## config.mk

```make
export PLATFORM = sky130hd
export DESIGN_NAME = vmem_write_scheduler
export DESIGN_NICKNAME = d
export VERILOG_FILES = /design/src/rtl/vmem_write_scheduler.sv
export SDC_FILE = /design/constraint.sdc
export NUM_CORES = 1
export LEC_CHECK = 0
export ABC_AREA = 1
export CAP_MARGIN = 20
export CORE_MARGIN = 5
export CORE_UTILIZATION = 51
export DETAILED_ROUTE_END_ITERATION = 7
export PLACE_DENSITY_LB_ADDON = 0.1
export SYNTH_ARGS = -nofsm -noshare
export SYNTH_HDL_FRONTEND = slang
export SYNTH_SLANG_ARGS = --single-unit
```

## constraint.sdc

```tcl
create_clock -name Clock -period 2.89 [get_ports Clock]
set_input_delay 0.578 -clock Clock [delete_from_list [all_inputs] [get_ports Clock]]
set_output_delay 0.578 -clock Clock [all_outputs]
set_load 0.02 [all_outputs]
```

## src/rtl/vmem_write_scheduler.sv

```systemverilog
// Video RAM write-port owner: CPU pixel writes pass through with one cycle of latency,
// and a rectangle-fill engine uses the port on every cycle the CPU leaves free.
module vmem_write_scheduler #(
  parameter int X_WIDTH    = 9,
  parameter int Y_WIDTH    = 8,
  parameter int X_SIZE     = 400,
  parameter int Y_SIZE     = 240,
  parameter int ADDR_WIDTH = 17,
  parameter int DATA_WIDTH = 3
) (
  input  logic                  Clock,
  input  logic                  Reset,
  input  logic                  iCpuWrite,
  input  logic [X_WIDTH-1:0]    iCpuX,
  input  logic [Y_WIDTH-1:0]    iCpuY,
  input  logic [DATA_WIDTH-1:0] iCpuColor,
  input  logic                  iFillStart,
  input  logic [X_WIDTH-1:0]    iFillX0,
  input  logic [X_WIDTH-1:0]    iFillX1,
  input  logic [Y_WIDTH-1:0]    iFillY0,
  input  logic [Y_WIDTH-1:0]    iFillY1,
  input  logic [DATA_WIDTH-1:0] iFillColor,
  output logic                  oFillBusy,
  output logic                  oFillDone,
  output logic                  oFillError,
  output logic                  oWriteEnable,
  output logic [ADDR_WIDTH-1:0] oWriteAddress,
  output logic [DATA_WIDTH-1:0] oWriteData
);

  typedef enum logic [1:0] {S_IDLE, S_RUN, S_DONE} state_e;

  localparam logic [X_WIDTH-1:0]    X_MAX     = X_WIDTH'(X_SIZE - 1);
  localparam logic [Y_WIDTH-1:0]    Y_MAX     = Y_WIDTH'(Y_SIZE - 1);
  localparam logic [ADDR_WIDTH-1:0] ROW_PITCH = ADDR_WIDTH'(X_SIZE);

  function automatic logic [ADDR_WIDTH-1:0] pixel_addr(input logic [X_WIDTH-1:0] x,
                                                       input logic [Y_WIDTH-1:0] y);
    return ROW_PITCH * ADDR_WIDTH'(y) + ADDR_WIDTH'(x);
  endfunction

  state_e state_q, state_d;

  logic [X_WIDTH-1:0]    x0_q, x0_d, x1_q, x1_d, x_q, x_d;
  logic [Y_WIDTH-1:0]    y0_q, y0_d, y1_q, y1_d, y_q, y_d;
  logic [DATA_WIDTH-1:0] color_q, color_d;
  logic                  err_q, err_d;
  logic                  we_q, we_d;
  logic [ADDR_WIDTH-1:0] addr_q, addr_d;
  logic [DATA_WIDTH-1:0] data_q, data_d;

  logic [X_WIDTH-1:0] x1_clamped;
  logic [Y_WIDTH-1:0] y1_clamped;
  logic               rect_reject;
  logic               fill_issue;
  logic               fill_last;
  logic               start_accept;

  // Clamping X1/Y1 also covers X0/Y0 beyond the screen: they then exceed the clamped bound.
  assign x1_clamped   = (iFillX1 > X_MAX) ? X_MAX : iFillX1;
  assign y1_clamped   = (iFillY1 > Y_MAX) ? Y_MAX : iFillY1;
  assign rect_reject  = (iFillX0 > x1_clamped) || (iFillY0 > y1_clamped);
  assign start_accept = (state_q == S_IDLE) && iFillStart;
  assign fill_issue   = (state_q == S_RUN) && !iCpuWrite;
  assign fill_last    = (x_q == x1_q) && (y_q == y1_q);

  // NOTE: sequential state uses non-blocking assignments so every register samples pre-edge values.
  always_ff @(posedge Clock or negedge Reset) begin
    if (!Reset) state_q <= S_IDLE;
    else        state_q <= state_d;
  end

  // NOTE: every combinational output gets a default first, so no path can infer a latch.
  always_comb begin
    state_d = state_q;
    unique case (state_q)
      S_IDLE:  if (iFillStart) state_d = rect_reject ? S_DONE : S_RUN;
      S_RUN:   if (fill_issue && fill_last) state_d = S_DONE;
      S_DONE:  state_d = S_IDLE;
      default: state_d = S_IDLE;
    endcase
  end

  always_comb begin
    oFillBusy  = (state_q != S_IDLE);
    oFillDone  = (state_q == S_DONE);
    oFillError = (state_q == S_DONE) && err_q;
  end

  always_comb begin
    x0_d    = x0_q;
    x1_d    = x1_q;
    y0_d    = y0_q;
    y1_d    = y1_q;
    x_d     = x_q;
    y_d     = y_q;
    color_d = color_q;
    err_d   = err_q;
    we_d    = 1'b0;
    addr_d  = addr_q;
    data_d  = data_q;

    if (start_accept) begin
      x0_d    = iFillX0;
      x1_d    = x1_clamped;
      y0_d    = iFillY0;
      y1_d    = y1_clamped;
      x_d     = iFillX0;
      y_d     = iFillY0;
      color_d = iFillColor;
      err_d   = rect_reject;
    end else if (state_q == S_DONE) begin
      err_d = 1'b0;
    end

    if (fill_issue) begin
      we_d   = 1'b1;
      addr_d = pixel_addr(x_q, y_q);
      data_d = color_q;
      if (x_q == x1_q) begin
        x_d = x0_q;
        y_d = y_q + 1'b1;
      end else begin
        x_d = x_q + 1'b1;
      end
    end

    // The CPU cannot stall, so its pixel always owns the port; the fill cursor holds meanwhile.
    if (iCpuWrite) begin
      we_d   = 1'b1;
      addr_d = pixel_addr(iCpuX, iCpuY);
      data_d = iCpuColor;
    end
  end

  // NOTE: every register here is reset, because the write outputs and fill bounds must read 0 out of reset.
  always_ff @(posedge Clock or negedge Reset) begin
    if (!Reset) begin
      x0_q    <= '0;
      x1_q    <= '0;
      y0_q    <= '0;
      y1_q    <= '0;
      x_q     <= '0;
      y_q     <= '0;
      color_q <= '0;
      err_q   <= 1'b0;
      we_q    <= 1'b0;
      addr_q  <= '0;
      data_q  <= '0;
    end else begin
      x0_q    <= x0_d;
      x1_q    <= x1_d;
      y0_q    <= y0_d;
      y1_q    <= y1_d;
      x_q     <= x_d;
      y_q     <= y_d;
      color_q <= color_d;
      err_q   <= err_d;
      we_q    <= we_d;
      addr_q  <= addr_d;
      data_q  <= data_d;
    end
  end

  assign oWriteEnable  = we_q;
  assign oWriteAddress = addr_q;
  assign oWriteData    = data_q;

endmodule

```

==> results.py, run 1 <==
metrics = {
    "drt": {
        "vias": 5866,
        "ant_nets": 0,
        "drt_wl_total_um": 15850,
        "vias_per_cell": 5.299,
        "drtPass1Iterations": 5,
        "routedWlPerCell_um": 14.32,
        "drt_iter0_markers": 299,
        "drc": 0,
    },
    "layout": {
        "area_delta_synth_final_pct": 36.45,
        "final_cells": 1107,
        "final_net_count": 1112,
        "drive_gt1_frac": 0.1909,
        "antennaDiodeCount": 0,
    },
    "worst_setup_path": {
        "cp_data_arrival_time_ns": 3.21,
        "slowest_stage": "dfrtp_2",
        "critPathKind": "flip-flop to flip-flop",
        "crit_top_cell": "nand2_1",
        "cpPeakStageDelay_ns": 0.45,
        "endpoint_kind": "flip-flop",
        "worstSetupStartpoint": "y_q[2]",
        "path_cells": "ha_4 > ha_4 > fa_1 > ha_4 > nand2_1 > nand2_2 > buf_4 > nand3_2 > nand2_2 > nand2_2 > nor2_4 > nand3_2 > nand2_1 > nand3_1 > nand2_1 > nand2_1 > nand2_1",
        "required_ns": 3.17,
        "crit_fanout": 5,
        "timing.rr.start": "y_q[2]",
        "cp-start-kind": "flip-flop",
    },
    "power_and_ir_drop": {
        "total_power_mw": 10.29,
        "p_per_area_nw_per_um2": 1251,
        "p_leak_nw": 4.192,
        "ir_worst_vdd_mv": 0.7865,
    },
    "sta": {
        "setup_viol_count_final": 4,
        "holdWs_ns": 0.2388,
        "finalMaxSlewViolations": 0,
        "rsz0062_at_grt": "true",
        "finalClockSkew_ns": 0.008313,
        "post-route-period-util": 1.012,
        "setup_tns_ns": -0.08268,
        "final-hold-violation-count": 0,
        "finalWorstSetupSlack_ns": -0.03462,
        "worst_pin_slew_ns": 0.6132,
        "fin_crit_ns": 2.925,
        "slew_headroom": 0.5907,
        "fmax_mhz": 341.9,
    },
    "global_route": {
        "overflow": 0,
        "grt_use_total": 0.2263,
        "grt_max_degree": 54,
        "first_global_vias": 5824,
        "antenna_found_initial": 0,
        "grt_pass1_wl_um": 27010,
    },
    "logic_synthesis": {
        "synth-async-reset-ratio": 1.000,
        "yosys.area.top_type": "dfrtp_1",
        "synth_cells": 814,
        "synth.top_cell.area_share": 0.2905,
        "synth_cell_types": 39,
        "synth_area_um2": 6031,
        "syn_nets": 967,
        "yosysMostFrequentCell": "nand2_1",
        "synth_flop_cell": "dfrtp_1",
        "synth_warnings": 0,
        "ys_seq_area_frac": 0.2905,
        "synth_edf_count": 0,
        "avgSynthCellArea_um2": 7.409,
        "synth_seq_cells": 70,
        "netlist_top_cells_area": "dfrtp_1 (29%), ha_1 (17%), nand2_1 (15%)",
        "synth_common_cells": "nand2_1 (249), inv_1 (103), ha_1 (84)",
    },
    "cts": {
        "clk_latency_ns": 0.34,
        "cts.hold.buffers_added": 0,
        "cts_max_level": 3,
        "clkTransAtPathRegs_ns": 0.06,
        "ctsRootBufferMaster": "clkbuf_16",
        "cts_buffers": 9,
        "cts.sinks": 70,
        "cts_buffer_depth": 2,
        "cts_tree": "yes",
    },
    "hold_path": {
        "hp-class": "primary input to async pin",
    },
    "run_status": {
        "status": "finished with violations",
        "violations": "negative setup slack",
    },
    "placed_design": {
        "dp.cells": 1083,
        "gp_congestion": 0.9127,
        "preCtsSetupSlack_ns": -0.8113,
        "port_buffers": 84,
        "hpwl_um": 12290,
    },
    "die": {
        "coreArea_um2": 11520,
        "dieArea_um2": 14100,
        "rows": 39,
        "ioPinCount": 85,
        "start_util": 0.5237,
        "die_x_um": 118.7,
        "die_y_um": 118.7,
    },
    "job": {
        "drv.max_cap_violation_count": 0,
    },
}
## layout make-up
type / instances / area, um2
fill: 922 / 3287
timing repair buffer: 150 / 1330
sequential: 70 / 1753
clock inverter: 7 / 61.31
tap: 143 / 178.9
multi-input combinational: 621 / 4277
inverter: 107 / 404.1
clock buffer: 9 / 225.2
## per-stage QoR
step	util	area (um2)
finish	0.7146	8229
global route	0.7146	8229
CTS	0.7039	8107
detailed placement	0.6529	7518
global placement	0.6529	7518
floorplan	-	6128
## worst max-delay path, delay by kind of cell (launching register included)
family	cells	cell delay (ns)
adder cells (fa/ha/maj)	4	1.28
AND/OR/NAND/NOR	12	1.02
flip-flops	1	0.45
buffers and inverters	1	0.12
## power breakdown
part	internal, mW	switching (mW)
combinational	3.33	4.06
sequential	1.44	0.388
clock	0.597	0.467
total	5.37	4.92
## metal layers
metal  share of wire  up-vias  GRT usage
met5               0        -          0
met2            0.49      142     0.3886
met3           0.044       14    0.03391
li1                -     2952          -
met1            0.46     2758     0.3003
met4          0.0097        0    0.05648
## state kept, by name, summed over array words and instances (netlist names)
name	count
oWriteAddress	17
x0_q	9
x1_q	9
x_q	9
y1_q	8
y_q	8
color_q	3
oWriteData	3
state_q	2
err_q	1
oWriteEnable	1
## cells by family after synthesis
logic type	synth area share
buf+inv	0.07904
compound gates	0.1027
xor+xnor	0.05954
fa+ha+maj	0.2008
simple gates	0.2674
flops	0.2905
## placed cells by master, fill, tap and decap left out, drive strengths merged, types with 34 or more instances in the layout
master         instances
ha                    84
buf                   68
clkdlybuf4s50         75
xor2                  34
nand2                252
inv                  111
dfrtp                 70
nand3                 54
nor2                  51
o21ai                 51
## path summary, 6_finish.rpt
check,endpoint,slack [ns],cells past startpoint
max,oWriteAddress[16],-0.03,17
min reg2reg,x0_q[6],0.48,2
max reg2reg,oWriteAddress[16],-0.03,17
min,oWriteEnable,0.24,1
min in group Clock,x0_q[6],0.48,2
max in group asynchronous,y_q[2],1.98,2
## repair_timing
action | CTS | global route
setup buffers | 6 | 2
setup endpoints to repair | 6 | 7
pin swaps | 31 | 26
gates resized for setup | 57 | 34
Power figures use the tool's default switching activity.
==> inputs of run 2 (changes only) <==
Settings changed: ABC_AREA 1 to unset, SLEW_MARGIN set to 20.
==> run 2 against run 1 <==
Against the previous run: the run still ends with negative setup slack left; worst setup slack got worse by 0.42 ns; synthesized cell count decreased by 19%; non-clock buffer count increased by 30; utilization increased by 2.5 points; worst hold slack improved by 0.025 ns; largest cell class unchanged; clock-buffer cell count unchanged; global-route usage increased by 0.95 points; wire length increased by 5.3%; design area increased by 2.2%; die area decreased by 1.9%.
==> results.py, run 2 <==
metrics = {
    "run_status": {
        "status": "finished with violations",
        "violations": "negative setup slack",
    },
    "sta": {
        "final-hold-violation-count": 0,
        "rsz0062_at_grt": "true",
        "slew_headroom": 0.4491,
        "finalWorstSetupSlack_ns": -0.4521,
        "finalClockSkew_ns": 0.005533,
        "holdWs_ns": 0.2637,
        "setup_viol_count_final": 6,
        "worst_pin_slew_ns": 0.8264,
        "setup_tns_ns": -1.923,
        "fin_crit_ns": 3.342,
        "fmax_mhz": 299.2,
        "post-route-period-util": 1.156,
        "finalMaxSlewViolations": 0,
    },
    "logic_synthesis": {
        "synth_edf_count": 0,
        "yosysMostFrequentCell": "nand2_1",
        "synth_cell_types": 64,
        "ys_seq_area_frac": 0.2967,
        "netlist_top_cells_area": "dfrtp_1 (30%), ha_1 (18%), nand2_1 (5.5%)",
        "avgSynthCellArea_um2": 8.906,
        "synth_common_cells": "nand2_1 (87), ha_1 (84), dfrtp_1 (70)",
        "synth_warnings": 0,
        "yosys.area.top_type": "dfrtp_1",
        "syn_nets": 816,
        "synth_area_um2": 5904,
        "synth-async-reset-ratio": 1.000,
        "synth_seq_cells": 70,
        "synth.top_cell.area_share": 0.2967,
        "synth_cells": 663,
        "synth_flop_cell": "dfrtp_1",
    },
    "worst_setup_path": {
        "critPathBufInv": 0,
        "crit_top_cell": "ha_4",
        "slowest_stage": "fa_1",
        "path_cells": "ha_1 > ha_4 > fa_1 > ha_4 > nor2_1 > or3_4 > a221oi_4 > nor4b_2 > mux2i_1 > a211oi_2",
        "cp-start-kind": "flip-flop",
        "crit_fanout": 5,
        "cp_data_arrival_time_ns": 3.55,
        "ff2ff_path_depth": 10,
        "cp_top_family": "adder cells",
        "cpPeakStageDelay_ns": 0.58,
        "endpoint_kind": "flip-flop",
        "critPathKind": "flip-flop to flip-flop",
        "crit_cells": 10,
        "required_ns": 3.10,
    },
    "layout": {
        "layout_commonest_cell": "buf_4",
        "area_delta_synth_final_pct": 42.45,
        "largest_reg_flops": 17,
        "drive_gt1_frac": 0.2254,
        "final_cell_mix": "buf_4 (89), nand2_1 (85), clkdlybuf4s50_1 (76)",
        "fin_util": 0.7397,
        "final_net_count": 983,
        "final_cells": 977,
        "antennaDiodeCount": 0,
    },
    "placed_design": {
        "port_buffers": 84,
        "hpwl_um": 12560,
        "dp.cells": 948,
        "gp_congestion": 0.8427,
    },
    "global_route": {
        "grt_pass1_wl_um": 27760,
        "grt_use_total": 0.2359,
        "antenna_found_initial": 0,
        "first_global_vias": 5946,
        "grt_max_degree": 71,
        "overflow": 0,
    },
    "cts": {
        "clkTransAtPathRegs_ns": 0.06,
        "cts_tree": "yes",
        "cts.sinks": 70,
        "cts_max_level": 3,
        "cts_buffers": 9,
        "ctsRootBufferMaster": "clkbuf_16",
        "clk_latency_ns": 0.33,
        "cts.hold.buffers_added": 0,
        "cts_buffer_depth": 2,
    },
    "job": {
        "drv.max_cap_violation_count": 0,
    },
    "drt": {
        "drt_wl_total_um": 16690,
        "ant_nets": 0,
        "vias": 5633,
        "drt_iter0_markers": 426,
        "vias_per_cell": 5.766,
        "drtPass1Iterations": 6,
        "drc": 0,
        "routedWlPerCell_um": 17.08,
    },
    "die": {
        "die_x_um": 117.6,
        "start_util": 0.5193,
        "dieArea_um2": 13830,
        "coreArea_um2": 11370,
        "die_y_um": 117.6,
        "rows": 39,
        "ioPinCount": 85,
    },
    "hold_path": {
        "hp-class": "primary input to async pin",
    },
}
-- run 2: routing by layer --
| metal | track usage | routed length [um] | up-vias |
|---|---|---|---|
| li1 | - | - | 2731 |
| met1 | 0.2903 | 6958 | 2722 |
| met2 | 0.4116 | 8626 | 148 |
| met3 | 0.04613 | 742 | 32 |
| met4 | 0.08029 | 360 | 0 |
| met5 | 0 | 0 | - |
-- run 2: area by class of cell --
cell class,instances,area (um2)
multi-input combinational,533,4494
fill,831,2959
sequential,70,1753
timing repair buffer,180,1584
clock buffer,9,225.2
tap,143,178.9
inverter,36,135.1
clock inverter,6,40.04
-- run 2: final timing paths --
path | start | endpoint | slack (ns)
worst max-delay path | y_q[3] | oWriteAddress[16] | -0.45
worst min-delay path | Reset | oWriteAddress[13] | 0.26
worst max register to register | y_q[3] | oWriteAddress[16] | -0.45
worst min register to register | x0_q[4] | x0_q[4] | 0.48
max in group asynchronous | Reset | y_q[1] | 2.31
min in group Clock | x0_q[4] | x0_q[4] | 0.48
-- run 2: metrics by stage --
stage                     instance area, um2  setup slack (ns)
after floorplan                         6047           -0.4401
after global placement                  7589            -1.138
after detailed placement                7589            -1.254
after CTS                               8205           -0.3657
after global routing                    8411           -0.5223
final                                   8411           -0.4521
-- run 2: logic make-up after synthesis --
| family | after synthesis | synth area share |
|---|---|---|
| mux | 18 | 0.03094 |
| fa+ha+maj | 92 | 0.2051 |
| xor+xnor | 47 | 0.06972 |
| simple gates | 206 | 0.1617 |
| compound gates | 170 | 0.1973 |
| flops | 70 | 0.2967 |
| buf+inv | 60 | 0.03857 |
-- run 2: timing repair --
item,CTS,global route
setup endpoints to repair,6,6
resized for setup,71,23
buffers inserted,8,6
pin swaps,33,21
Power of run 2 is left out: the tool's default activity adds up to more than one toggle a clock period on the data nets, which glitch-free logic cannot reach.
==> inputs of run 3 (changes only) <==
==> constraint.sdc (replaced) <==
create_clock -name Clock -period 2.89 [get_ports Clock]
set_input_delay 0.7225 -clock Clock [delete_from_list [all_inputs] [get_ports Clock]]
set_output_delay 0.7225 -clock Clock [all_outputs]
set_load 0.02 [all_outputs]
==> run 3 against run 2 <==
Against the previous run: the flow still finishes with violations (negative setup slack); final cell count rose by 1.1%; design area is 2.5% higher; sequential cell count is the same; wire length rose by 6.2%; die area unchanged; worst hold slack gained 0.14 ns; clock-buffer cell count stayed put; non-clock buffer count is 10 higher; critical path depth grew 1; critical endpoint is now oWriteAddress[15]; highest routed layer unchanged.
==> results.py, run 3 (synthesized netlist as in run 2, its figures left out) <==
metrics = {
    "layout": {
        "fill_cells": 785,
        "largest_reg_flops": 17,
        "drive_gt1_frac": 0.2533,
        "final_cell_mix": "buf_4 (103), nand2_1 (85), clkdlybuf4s50_1 (75)",
        "area_delta_synth_final_pct": 45.94,
        "final_net_count": 993,
        "layout_commonest_cell": "buf_4",
        "fin_util": 0.7579,
        "antennaDiodeCount": 0,
    },
    "cts": {
        "ctsRootBufferMaster": "clkbuf_16",
        "cts.sinks": 70,
        "clkTransAtPathRegs_ns": 0.06,
        "cts_buffers": 9,
        "cts_buffer_depth": 2,
        "cts_tree": "yes",
        "cts.hold.buffers_added": 0,
        "cts_max_level": 3,
        "clk_latency_ns": 0.35,
    },
    "worst_setup_path": {
        "endpoint_kind": "flip-flop",
        "critPathKind": "primary input to flip-flop",
        "crit_fanout": 6,
        "required_ns": 3.11,
        "cp_data_arrival_time_ns": 3.55,
        "cp-start-kind": "primary input",
    },
    "run_status": {
        "status": "finished with violations",
        "violations": "negative setup slack",
    },
    "sta": {
        "post-route-period-util": 1.152,
        "final-hold-violation-count": 0,
        "finalWorstSetupSlack_ns": -0.4402,
        "setup_viol_count_final": 5,
        "slew_headroom": 0.5541,
        "fin_crit_ns": 3.330,
        "finalMaxSlewViolations": 0,
        "rsz0062_at_grt": "true",
        "finalClockSkew_ns": 0.006257,
        "worst_pin_slew_ns": 0.6688,
        "fmax_mhz": 300.3,
    },
    "drt": {
        "vias": 5782,
        "routedWlPerCell_um": 17.94,
        "ant_nets": 0,
        "drt_wl_total_um": 17720,
        "drt_iter0_markers": 480,
        "drtPass1Iterations": 5,
        "vias_per_cell": 5.852,
        "drc": 0,
    },
    "die": {
        "ioPinCount": 85,
        "die_x_um": 117.6,
        "die_y_um": 117.6,
        "coreArea_um2": 11370,
        "rows": 39,
        "dieArea_um2": 13830,
        "start_util": 0.5193,
    },
    "placed_design": {
        "port_buffers": 84,
        "hpwl_um": 12470,
        "gp_congestion": 0.8743,
    },
    "global_route": {
        "grt_pass1_wl_um": 29040,
        "antenna_found_initial": 0,
        "grt_use_total": 0.2495,
        "grt_max_degree": 47,
        "first_global_vias": 6016,
        "overflow": 0,
    },
    "hold_path": {
        "hp-class": "primary input to async pin",
    },
    "job": {
        "drv.max_cap_violation_count": 0,
    },
}
## run 3: layer usage
| layer | wire length (um) | global-route usage | part of all wire |
|---|---|---|---|
| met3 | 774 | 0.04613 | 0.044 |
| met2 | 8910 | 0.4325 | 0.50 |
| met4 | 595 | 0.09319 | 0.034 |
| met5 | 0 | 0 | 0 |
| met1 | 7442 | 0.3083 | 0.42 |
## run 3: worst paths after layout
check | from | end | slack [ns] | cells past startpoint
worst max-delay path | iCpuY[5] | oWriteAddress[15] | -0.44 | 11
worst min-delay path | Reset | oWriteEnable | 0.41 | 1
worst max register to register | y_q[4] | oWriteAddress[14] | -0.32 | 14
worst min register to register | x0_q[7] | x0_q[7] | 0.48 | 2
max in group asynchronous | Reset | y_q[3] | 1.81 | 2
min in group Clock | x0_q[7] | x0_q[7] | 0.48 | 2
## run 3: layout make-up
class	instances	area, um2	share of cell area
Clock inverter	7	81.33	0.009438
Clock buffer	9	225.2	0.02614
Tap cell	143	178.9	0.02076
Multi-Input combinational cell	533	4573	0.5307
Sequential cell	70	1754	0.2036
Inverter	36	135.1	0.01568
Timing Repair Buffer	190	1669	0.1937
## run 3: timing repair
action | CTS | global route
setup buffers | 12 | 4
endpoints found under the setup margin | 8 | 6
resized for setup | 81 | 33
pin swaps | 46 | 28
## run 3: per-stage QoR
step                      setup WS [ns]  area, um2  cells  TNS [ns]  hold WS (ns)
after detailed placement         -1.353       7632    956    -8.292        0.4695
after CTS                       -0.3361       8416    984    -1.270        0.4278
after global placement           -1.275       7632    956    -7.431        0.4571
final                           -0.4402       8617    988    -1.653        0.4054
after global routing            -0.4968       8617    988    -2.025        0.4623
after floorplan                 -0.5843       6028    663    -2.052        0.4269
## run 3: critical path, stage by stage
cell and delay [ns]:
dlygate4sd2_1 0.28, ha_1 0.29, ha_1 0.31, ha_1 0.34, ha_4 0.26, buf_4 0.17, a22o_1 0.27, a2111o_1 0.43
and3_4 0.20, mux2i_1 0.15, o211ai_1 0.12
Power of run 3 is left out for the same reason.
